$ cat config.mk
export PLATFORM = sky130hd
export DESIGN_NAME = mult_div_unit
export DESIGN_NICKNAME = d
export VERILOG_FILES = /design/src/rtl/mult_div_unit.sv
export SDC_FILE = /design/constraint.sdc
export NUM_CORES = 1
export LEC_CHECK = 0
export ABC_AREA = 1
export CAP_MARGIN = 20
export CORE_MARGIN = 2
export CORE_UTILIZATION = 40
export DETAILED_ROUTE_END_ITERATION = 6
export GPL_ROUTABILITY_DRIVEN = 0
export SLEW_MARGIN = 10
export SYNTH_ARGS = -nofsm -noshare
export SYNTH_HDL_FRONTEND = slang
export SYNTH_SLANG_ARGS = --single-unit
$ cat constraint.sdc
create_clock -name Clk -period 3.6 [get_ports Clk]
set_input_delay 0.72 -clock Clk [delete_from_list [all_inputs] [get_ports Clk]]
set_output_delay 0.72 -clock Clk [all_outputs]
set_load 0.02 [all_outputs]
$ cat src/rtl/mult_div_unit.sv
// Multicycle 32-bit multiply/divide unit with architectural HI/LO registers.
// Define MULTDIV_UNSIGNED_EN to execute Op 01/11 as MULTU/DIVU; otherwise Op[0] is ignored.
module mult_div_unit (
   input  logic        Clk,
   input  logic        Reset,
   input  logic        Start,
   input  logic [1:0]  Op,
   input  logic [31:0] A,
   input  logic [31:0] B,
   input  logic        HiWrite,
   input  logic        LoWrite,
   input  logic [31:0] WriteData,
   output logic        Busy,
   output logic        Done,
   output logic        DivZero,
   output logic [31:0] Hi,
   output logic [31:0] Lo
);

   typedef enum logic [2:0] {
      S_IDLE,
      S_PREP,
      S_CALC,
      S_FIX,
      S_DONE
   } state_t;

   state_t      state_q, state_d;
   logic        is_div_q, is_div_d;
   logic [31:0] a_q, a_d;
   logic [31:0] b_q, b_d;
   logic [31:0] acc_q, acc_d;
   logic [31:0] mq_q, mq_d;
   logic [5:0]  cnt_q, cnt_d;
   logic        neg_q, neg_d;
   logic        rem_neg_q, rem_neg_d;
   logic        div_zero_q, div_zero_d;
   logic [31:0] hi_q, hi_d;
   logic [31:0] lo_q, lo_d;

   logic        signed_op;
   logic [31:0] a_mag, b_mag;
   logic [32:0] mul_sum;
   logic [32:0] div_shift;
   logic [32:0] div_trial;
   logic        div_fits;
   logic [63:0] prod_raw, prod_fixed;
   logic [31:0] quot_fixed, rem_fixed;
   logic        unused_trial_msb;

`ifdef MULTDIV_UNSIGNED_EN
   logic uns_q, uns_d;

   always_comb begin
      uns_d = uns_q;
      if (state_q == S_IDLE && Start) begin
         uns_d = Op[0];
      end
   end

   always_ff @(posedge Clk) begin
      if (Reset) begin
         uns_q <= 1'b0;
      end else begin
         uns_q <= uns_d;
      end
   end

   assign signed_op = ~uns_q;
`else
   logic unused_op0;

   assign signed_op  = 1'b1;
   assign unused_op0 = Op[0];
`endif

   assign a_mag = (signed_op && a_q[31]) ? (32'd0 - a_q) : a_q;
   assign b_mag = (signed_op && b_q[31]) ? (32'd0 - b_q) : b_q;

   // One iteration of each algorithm; multiplicand/divisor magnitude sits in a_q/b_q.
   assign mul_sum   = {1'b0, acc_q} + (mq_q[0] ? {1'b0, a_q} : 33'd0);
   assign div_shift = {acc_q, mq_q[31]};
   assign div_trial = div_shift - {1'b0, b_q};
   assign div_fits  = (div_shift >= {1'b0, b_q});
   assign unused_trial_msb = div_trial[32];

   assign prod_raw   = {acc_q, mq_q};
   assign prod_fixed = neg_q ? (64'd0 - prod_raw) : prod_raw;
   assign quot_fixed = neg_q ? (32'd0 - mq_q) : mq_q;
   assign rem_fixed  = rem_neg_q ? (32'd0 - acc_q) : acc_q;

   always_comb begin
      state_d    = state_q;
      is_div_d   = is_div_q;
      a_d        = a_q;
      b_d        = b_q;
      acc_d      = acc_q;
      mq_d       = mq_q;
      cnt_d      = cnt_q;
      neg_d      = neg_q;
      rem_neg_d  = rem_neg_q;
      div_zero_d = div_zero_q;
      hi_d       = hi_q;
      lo_d       = lo_q;

      case (state_q)
         S_IDLE: begin
            if (HiWrite) hi_d = WriteData;
            if (LoWrite) lo_d = WriteData;
            if (Start) begin
               a_d        = A;
               b_d        = B;
               is_div_d   = Op[1];
               div_zero_d = 1'b0;
               state_d    = S_PREP;
            end
         end
         S_PREP: begin
            a_d       = a_mag;
            b_d       = b_mag;
            neg_d     = signed_op & (a_q[31] ^ b_q[31]);
            rem_neg_d = signed_op & a_q[31];
            acc_d     = 32'd0;
            mq_d      = is_div_q ? a_mag : b_mag;
            cnt_d     = 6'd0;
            if (is_div_q && b_q == 32'd0) begin
               div_zero_d = 1'b1;
               state_d    = S_DONE;
            end else begin
               state_d = S_CALC;
            end
         end
         S_CALC: begin
            if (is_div_q) begin
               acc_d = div_fits ? div_trial[31:0] : div_shift[31:0];
               mq_d  = {mq_q[30:0], div_fits};
            end else begin
               acc_d = mul_sum[32:1];
               mq_d  = {mul_sum[0], mq_q[31:1]};
            end
            cnt_d = cnt_q + 6'd1;
            if (cnt_q == 6'd31) begin
               state_d = S_FIX;
            end
         end
         S_FIX: begin
            if (is_div_q) begin
               hi_d = rem_fixed;
               lo_d = quot_fixed;
            end else begin
               hi_d = prod_fixed[63:32];
               lo_d = prod_fixed[31:0];
            end
            state_d = S_DONE;
         end
         S_DONE: begin
            state_d = S_IDLE;
         end
         default: begin
            state_d = S_IDLE;
         end
      endcase
   end

   always_ff @(posedge Clk) begin
      if (Reset) begin
         state_q    <= S_IDLE;
         is_div_q   <= 1'b0;
         a_q        <= 32'd0;
         b_q        <= 32'd0;
         acc_q      <= 32'd0;
         mq_q       <= 32'd0;
         cnt_q      <= 6'd0;
         neg_q      <= 1'b0;
         rem_neg_q  <= 1'b0;
         div_zero_q <= 1'b0;
         hi_q       <= 32'd0;
         lo_q       <= 32'd0;
      end else begin
         state_q    <= state_d;
         is_div_q   <= is_div_d;
         a_q        <= a_d;
         b_q        <= b_d;
         acc_q      <= acc_d;
         mq_q       <= mq_d;
         cnt_q      <= cnt_d;
         neg_q      <= neg_d;
         rem_neg_q  <= rem_neg_d;
         div_zero_q <= div_zero_d;
         hi_q       <= hi_d;
         lo_q       <= lo_d;
      end
   end

   assign Busy    = (state_q != S_IDLE);
   assign Done    = (state_q == S_DONE);
   assign DivZero = (state_q == S_DONE) & div_zero_q;
   assign Hi      = hi_q;
   assign Lo      = lo_q;

endmodule

Word level (Yosys, flattened, before mapping)
Index checks and enable logic that the tools add are counted.
W data, S select, Z words.
- muxes and demuxes: 30
- shifts and indexed selects: 0
- div/mod/pow operators: 0
- order comparisons: 1
- add/sub/neg operators: 8
- equality and inequality tests: 10
- $mul: 0
- reductions and logical operators: 13
- bitwise logic cells: 2
- operators by type and width (operator ; count):
    $mux W32 ; 15
    $pmux W32 S2 ; 6
    $sub A1 B32 Y32 const A ; 4
    $mux W64 ; 1
    $sub A1 B64 Y64 const A ; 1
    $add A32 B32 Y33 ; 1
    $ge A33 B32 Y1 ; 1
    $logic_not A32 Y1 ; 1
    $sub A32 B32 Y32 ; 1
    $pmux W3 S4 ; 1
    $pmux W6 S2 ; 1
    $ne A2 B2 Y1 const B ; 5
    $reduce_and A2 Y1 ; 5
    $mux W3 ; 3
    $add A6 B1 Y6 const B ; 1
    $eq A3 B2 Y1 const B ; 2
    $eq A6 B5 Y1 const B ; 1
    $reduce_bool A2 Y1 ; 3
    $eq A3 B1 Y1 const B ; 1
    $eq A3 B3 Y1 const B ; 1
    $logic_not A3 Y1 ; 1
    $reduce_and A3 Y1 ; 1
    $reduce_bool A3 Y1 ; 1
    $mux W1 ; 2
    4 further kinds ; 4
- memory bits (read-only): 0
- bits in writable memories: 0
- memories: 0
- output and inout port bits: 67
- input port bits: 103
- logic and storage cells: 76
- latch bits: 0
- flip-flop bits (word level): 205

Longest topological paths before layout
- depth after elaboration: 4
- depth in mapped cells: 20
- depth with buffers taken out: 18

Least setup slack after synthesis
No wires, ideal clock.
- path kind: register to register
- start: register mq_q[0]
- end: register acc_q[31]
- slack: 1.122 ns
- stages on the path, launching flop included: 19
- buffers on the path: 2
- data arrival time: 2.407 ns
- clock period less this slack: 2.478 ns
- library setup time: 0.070 ns
- data required time: 3.530 ns
- path through: dfxtp_1 > buf_2 > clkbuf_1 > nand2_1 > inv_1 > ha_1 > inv_1 > fa_1 > o21ai_1 > inv_1 > o21ai_1 > nand3_1 > nand3_1 > nand2_1 > nand2_1 > nand2_1 > inv_1 > nand2_1 > a21oi_1
- word-level cells in the longest chain between the ends: 4
- ends and longest elaborated chain (item ; line ; text):
    start, declared ; 33 ; logic [31:0] mq_q, mq_d;
    start signal, assigned ; 185 ; mq_q <= mq_d;
    $mux W32 ; 81 ; assign mul_sum = {1'b0, acc_q} + (mq_q[0] ? {1'b0, a_q} : 33'd0);
    $add A32 B32 Y33 ; 81 ;
    $mux W32 ; 134 ; if (is_div_q) begin
    $pmux W32 S2 ; 106 ; case (state_q)
    end signal, assigned ; 171 ; acc_q <= 32'd0;
    end signal, assigned ; 184 ; acc_q <= acc_d;
    end, declared ; 32 ; logic [31:0] acc_q, acc_d;
Every way passes these cells.
A chain may end at the register's enable or synchronous reset.

Worst setup path in the final report
- start: register b_q[29]
- end: register acc_q[22]
- word-level cells in the longest chain between the ends: 4
- ends and longest elaborated chain (item ; line ; text):
    start, declared ; 31 ; logic [31:0] b_q, b_d;
    start signal, assigned ; 170 ; b_q <= 32'd0;
    start signal, assigned ; 183 ; b_q <= b_d;
    $ge A33 B32 Y1 ; 84 ; assign div_fits = (div_shift >= {1'b0, b_q});
    $mux W32 ; 135 ; acc_d = div_fits ? div_trial[31:0] : div_shift[31:0];
    $mux W32 ; 134 ;
    $pmux W32 S2 ; 106 ;
Every way passes these cells.

==> run_results.csv <==
group,metric,value,unit
setup_path,cp_max_fo,32,
sta,finalCritPeriodShare,81.22,%
floorplan,io-pin-count,170,
setup_path,crit_arrival,3380,ps
clock_network,root_buffer,"clkbuf_16",
clock_network,ctsResizeCount,0,
job,cap_violations,0,
sta,worst_slew_pin_slew,971.6,ps
sta,max_freq,342.0,MHz
detailed_routing,wl_per_cell,19.63,um
grt,antenna_found_initial,1,
clock_network,htree_levels,1,
synthesis,synthesis.instances,3392,
final_layout,final_cell_count_no_fill,4125,
clock_network,cts.sink_count,205,
sta,layout_min_cycle_time,2924,ps
outcome,status,"completed",
sta,fin_skew,30.40,ps
floorplan,die_area,49590,um2
clock_network,cts_tree,"built",
synthesis,syn_area,19130,um2
grt,track_usage,31.42,%
synthesis,synth.avg_cell_area,5.639,um2
setup_path,startpoint_type,"register",
detailed_routing,viasPerCell,5.678,
grt,use_met1,43.05,%
sta,setup_viol,0,
detailed_routing,wirelength,80.97,mm
detailed_routing,dr.pass1.iters,5,
synthesis,ys_warn_count,0,
synthesis,synth-seq-cells,205,
synthesis,ys_async_sr_fraction,0,%
final_layout,area_growth,16.63,%
detailed_routing,drt_iter0_markers,2706,
grt,grt_pass1_wl,122.8,mm
hold_path,hp-start,"Reset",
grt,met2_usage,49.30,%
sta,tns,0,ps
floorplan,initial_utilization,40.32,%
clock_network,numCtsBuffers,26,
floorplan,die_height,222.7,um
final_layout,diodes,0,
grt,first_global_vias,21123,
setup_path,required,4060,ps
grt,grtUsageMet3,3.769,%
clock_network,clk_pin_slew,50,ps
final_layout,layout.nets,3668,
pwr,leakagePower,10.41,nW
placed_design,io_buffers,168,
floorplan,chipWidth,222.7,um
floorplan,core,47450,um2
synthesis,synth_edf_count,0,
sta,whs,383.9,ps
sta,worst_slew_margin_rel,35.16,%
synthesis,synth.distinct_cells,47,
placed_design,place_hpwl,63.09,mm
clock_network,postCtsSetupBuffers,0,
grt,grt_start_max_net_pins,108,
detailed_routing,route.detailed.drc,0,
grt,grt.busiest_layer,"met2",
clock_network,ctsHoldBuffers,0,
sta,rsz0062_at_grt,"false",
hold_path,holdCritPathClass,"in2reg",
sta,finalHoldViolations,0,
floorplan,row_count,80,
pwr,peakVddDrop,0.4011,mV
synthesis,yosysSeqAreaShare,21.45,%
synthesis,synth_flop_cell,"dfxtp_1",
final_layout,postLayoutCoreUtil,47.02,%
synthesis,syn_nets,3566,
setup_path,crit-reg2reg-launch,"b_q[29]$_SDFFE_PP0P_",
setup_path,path_class,"reg2reg",
setup_path,startpoint,"b_q[29]$_SDFFE_PP0P_",
clock_network,clk_latency,560,ps
pwr,power_density,547.2,nW/um2
detailed_routing,vias,23420,
final_layout,drive_above_1_share,4.473,%
grt,globalRouteOverflowTotal,0,
clock_network,clock_path_buffers,3,
placed_design,place_inst,4081,
detailed_routing,ant_nets,0,
sta,finalMaxSlewViolations,0,
setup_path,end_kind,"register",
==> power by group <==
group,internal (mW),leakage (nW),switching [mW]
Clock,1.70,0.435,1.08
Sequential,2.60,1.68,0.382
Combinational,1.97,8.30,4.48
==> layer usage <==
| layer | up-vias | part of all wire [%] |
|---|---|---|
| met5 | - | 0.011 |
| met4 | 2 | 5.2 |
| met3 | 149 | 9.2 |
| met2 | 1188 | 43 |
| met1 | 10758 | 43 |
| li1 | 11323 | - |
==> through the flow <==
stage / power, mW / setup slack, ps / instance area (um2)
2_1_floorplan: 7.314 / 1123 / 19130
3_3_place_gp: 9.217 / 799.8 / 21410
3_5_place_dp: 9.295 / 771.9 / 21410
4_1_cts: 12.08 / 757.8 / 22310
5_1_grt: 13.00 / 551.8 / 22310
6_report: 12.21 / 676.1 / 22310
==> worst max-delay path, cell delays in order, from the launching register on <==
cell and delay, ps:
dfxtp_1 420, inv_1 210, ha_1 420, nand2_1 110, inv_1 190, nand4_1 200
nor2_1 130, nand2_1 90, nand2_1 120, nor2_4 60, nand2_4 360, nand3_1 230
nand3_1 120, nand2_1 60, a21oi_1 120
==> cell usage after synthesis (4+ instances only) <==
library cell / instances / area, um2
a21boi_0: 7 / 52.55
a21o_1: 8 / 60.06
a21oi_1: 211 / 1056
a221oi_1: 19 / 166.4
a31oi_1: 58 / 362.9
and2_1: 8 / 50.05
buf_1: 20 / 75.07
buf_2: 31 / 155.2
clkbuf_1: 93 / 349.1
dfxtp_1: 205 / 4104
ha_1: 69 / 863.3
inv_1: 450 / 1689
inv_2: 12 / 45.04
nand2_1: 1017 / 3817
nand2_2: 7 / 43.79
nand3_1: 430 / 2152
nand3b_1: 18 / 135.1
nand4_1: 58 / 362.9
nor2_1: 277 / 1040
nor2_2: 6 / 37.54
nor2_4: 4 / 45.04
nor3_1: 34 / 170.2
nor3_2: 4 / 40.04
nor4_1: 6 / 37.54
o211ai_1: 53 / 397.9
o21a_1: 4 / 30.03
o21ai_0: 160 / 800.8
o21ai_1: 6 / 30.03
o21bai_1: 12 / 90.09
o22ai_1: 18 / 112.6
or2_2: 19 / 118.9
xor2_1: 44 / 385.4
==> path summary, 6_finish.rpt <==
kind	to	slack, ps	depth (start not counted)
hold reg to reg	div_zero_q$_SDFFE_PP0P_	460	2
hold / removal	state_q[2]$_SDFFE_PP0P_	380	2
setup / recovery	acc_q[22]$_SDFFE_PP0P_	680	14
setup reg to reg	acc_q[22]$_SDFFE_PP0P_	680	14
==> registers in the layout, summed over array words and instances (netlist names), 3 cells and up <==
register and cells:
Hi 32, acc_q 32, mq_q 32, a_q 32
b_q 32, cnt_q 6, Lo 32, state_q 3
==> cells by family (layout without fill, tap and decap cells) <==
kind of cell / Yosys count / after routing / share of synthesized area, %
AND/OR/NAND/NOR: 1897 / 1897 / 42.58
buffers and inverters: 609 / 727 / 12.27
AO/OA/AOI/OAI: 563 / 563 / 16.82
flip-flops: 205 / 205 / 21.45
adder cells (fa/ha/maj): 71 / 71 / 4.723
XOR/XNOR: 47 / 47 / 2.152
==> cell usage in the layout (no fill, tap or decap), types with 69 or more instances in the layout <==
cell             count
a21oi_1            211
clkdlybuf4s50_1    167
dfxtp_1            204
ha_1                69
inv_1              450
nand2_1           1016
nand3_1            430
nor2_1             275
o21ai_0            160
==> layout make-up <==
| type | count | area (um2) |
|---|---|---|
| repair buffers | 221 | 2106 |
| clock inverters | 6 | 118.9 |
| inverters | 462 | 1737 |
| clock buffers | 38 | 777.0 |
| multi-input cells | 2578 | 12690 |
| flip-flops and latches | 205 | 4108 |
| fillers | 5167 | 25140 |
| well taps | 615 | 769.5 |
Note: power is estimated with default switching activity, not from simulation.
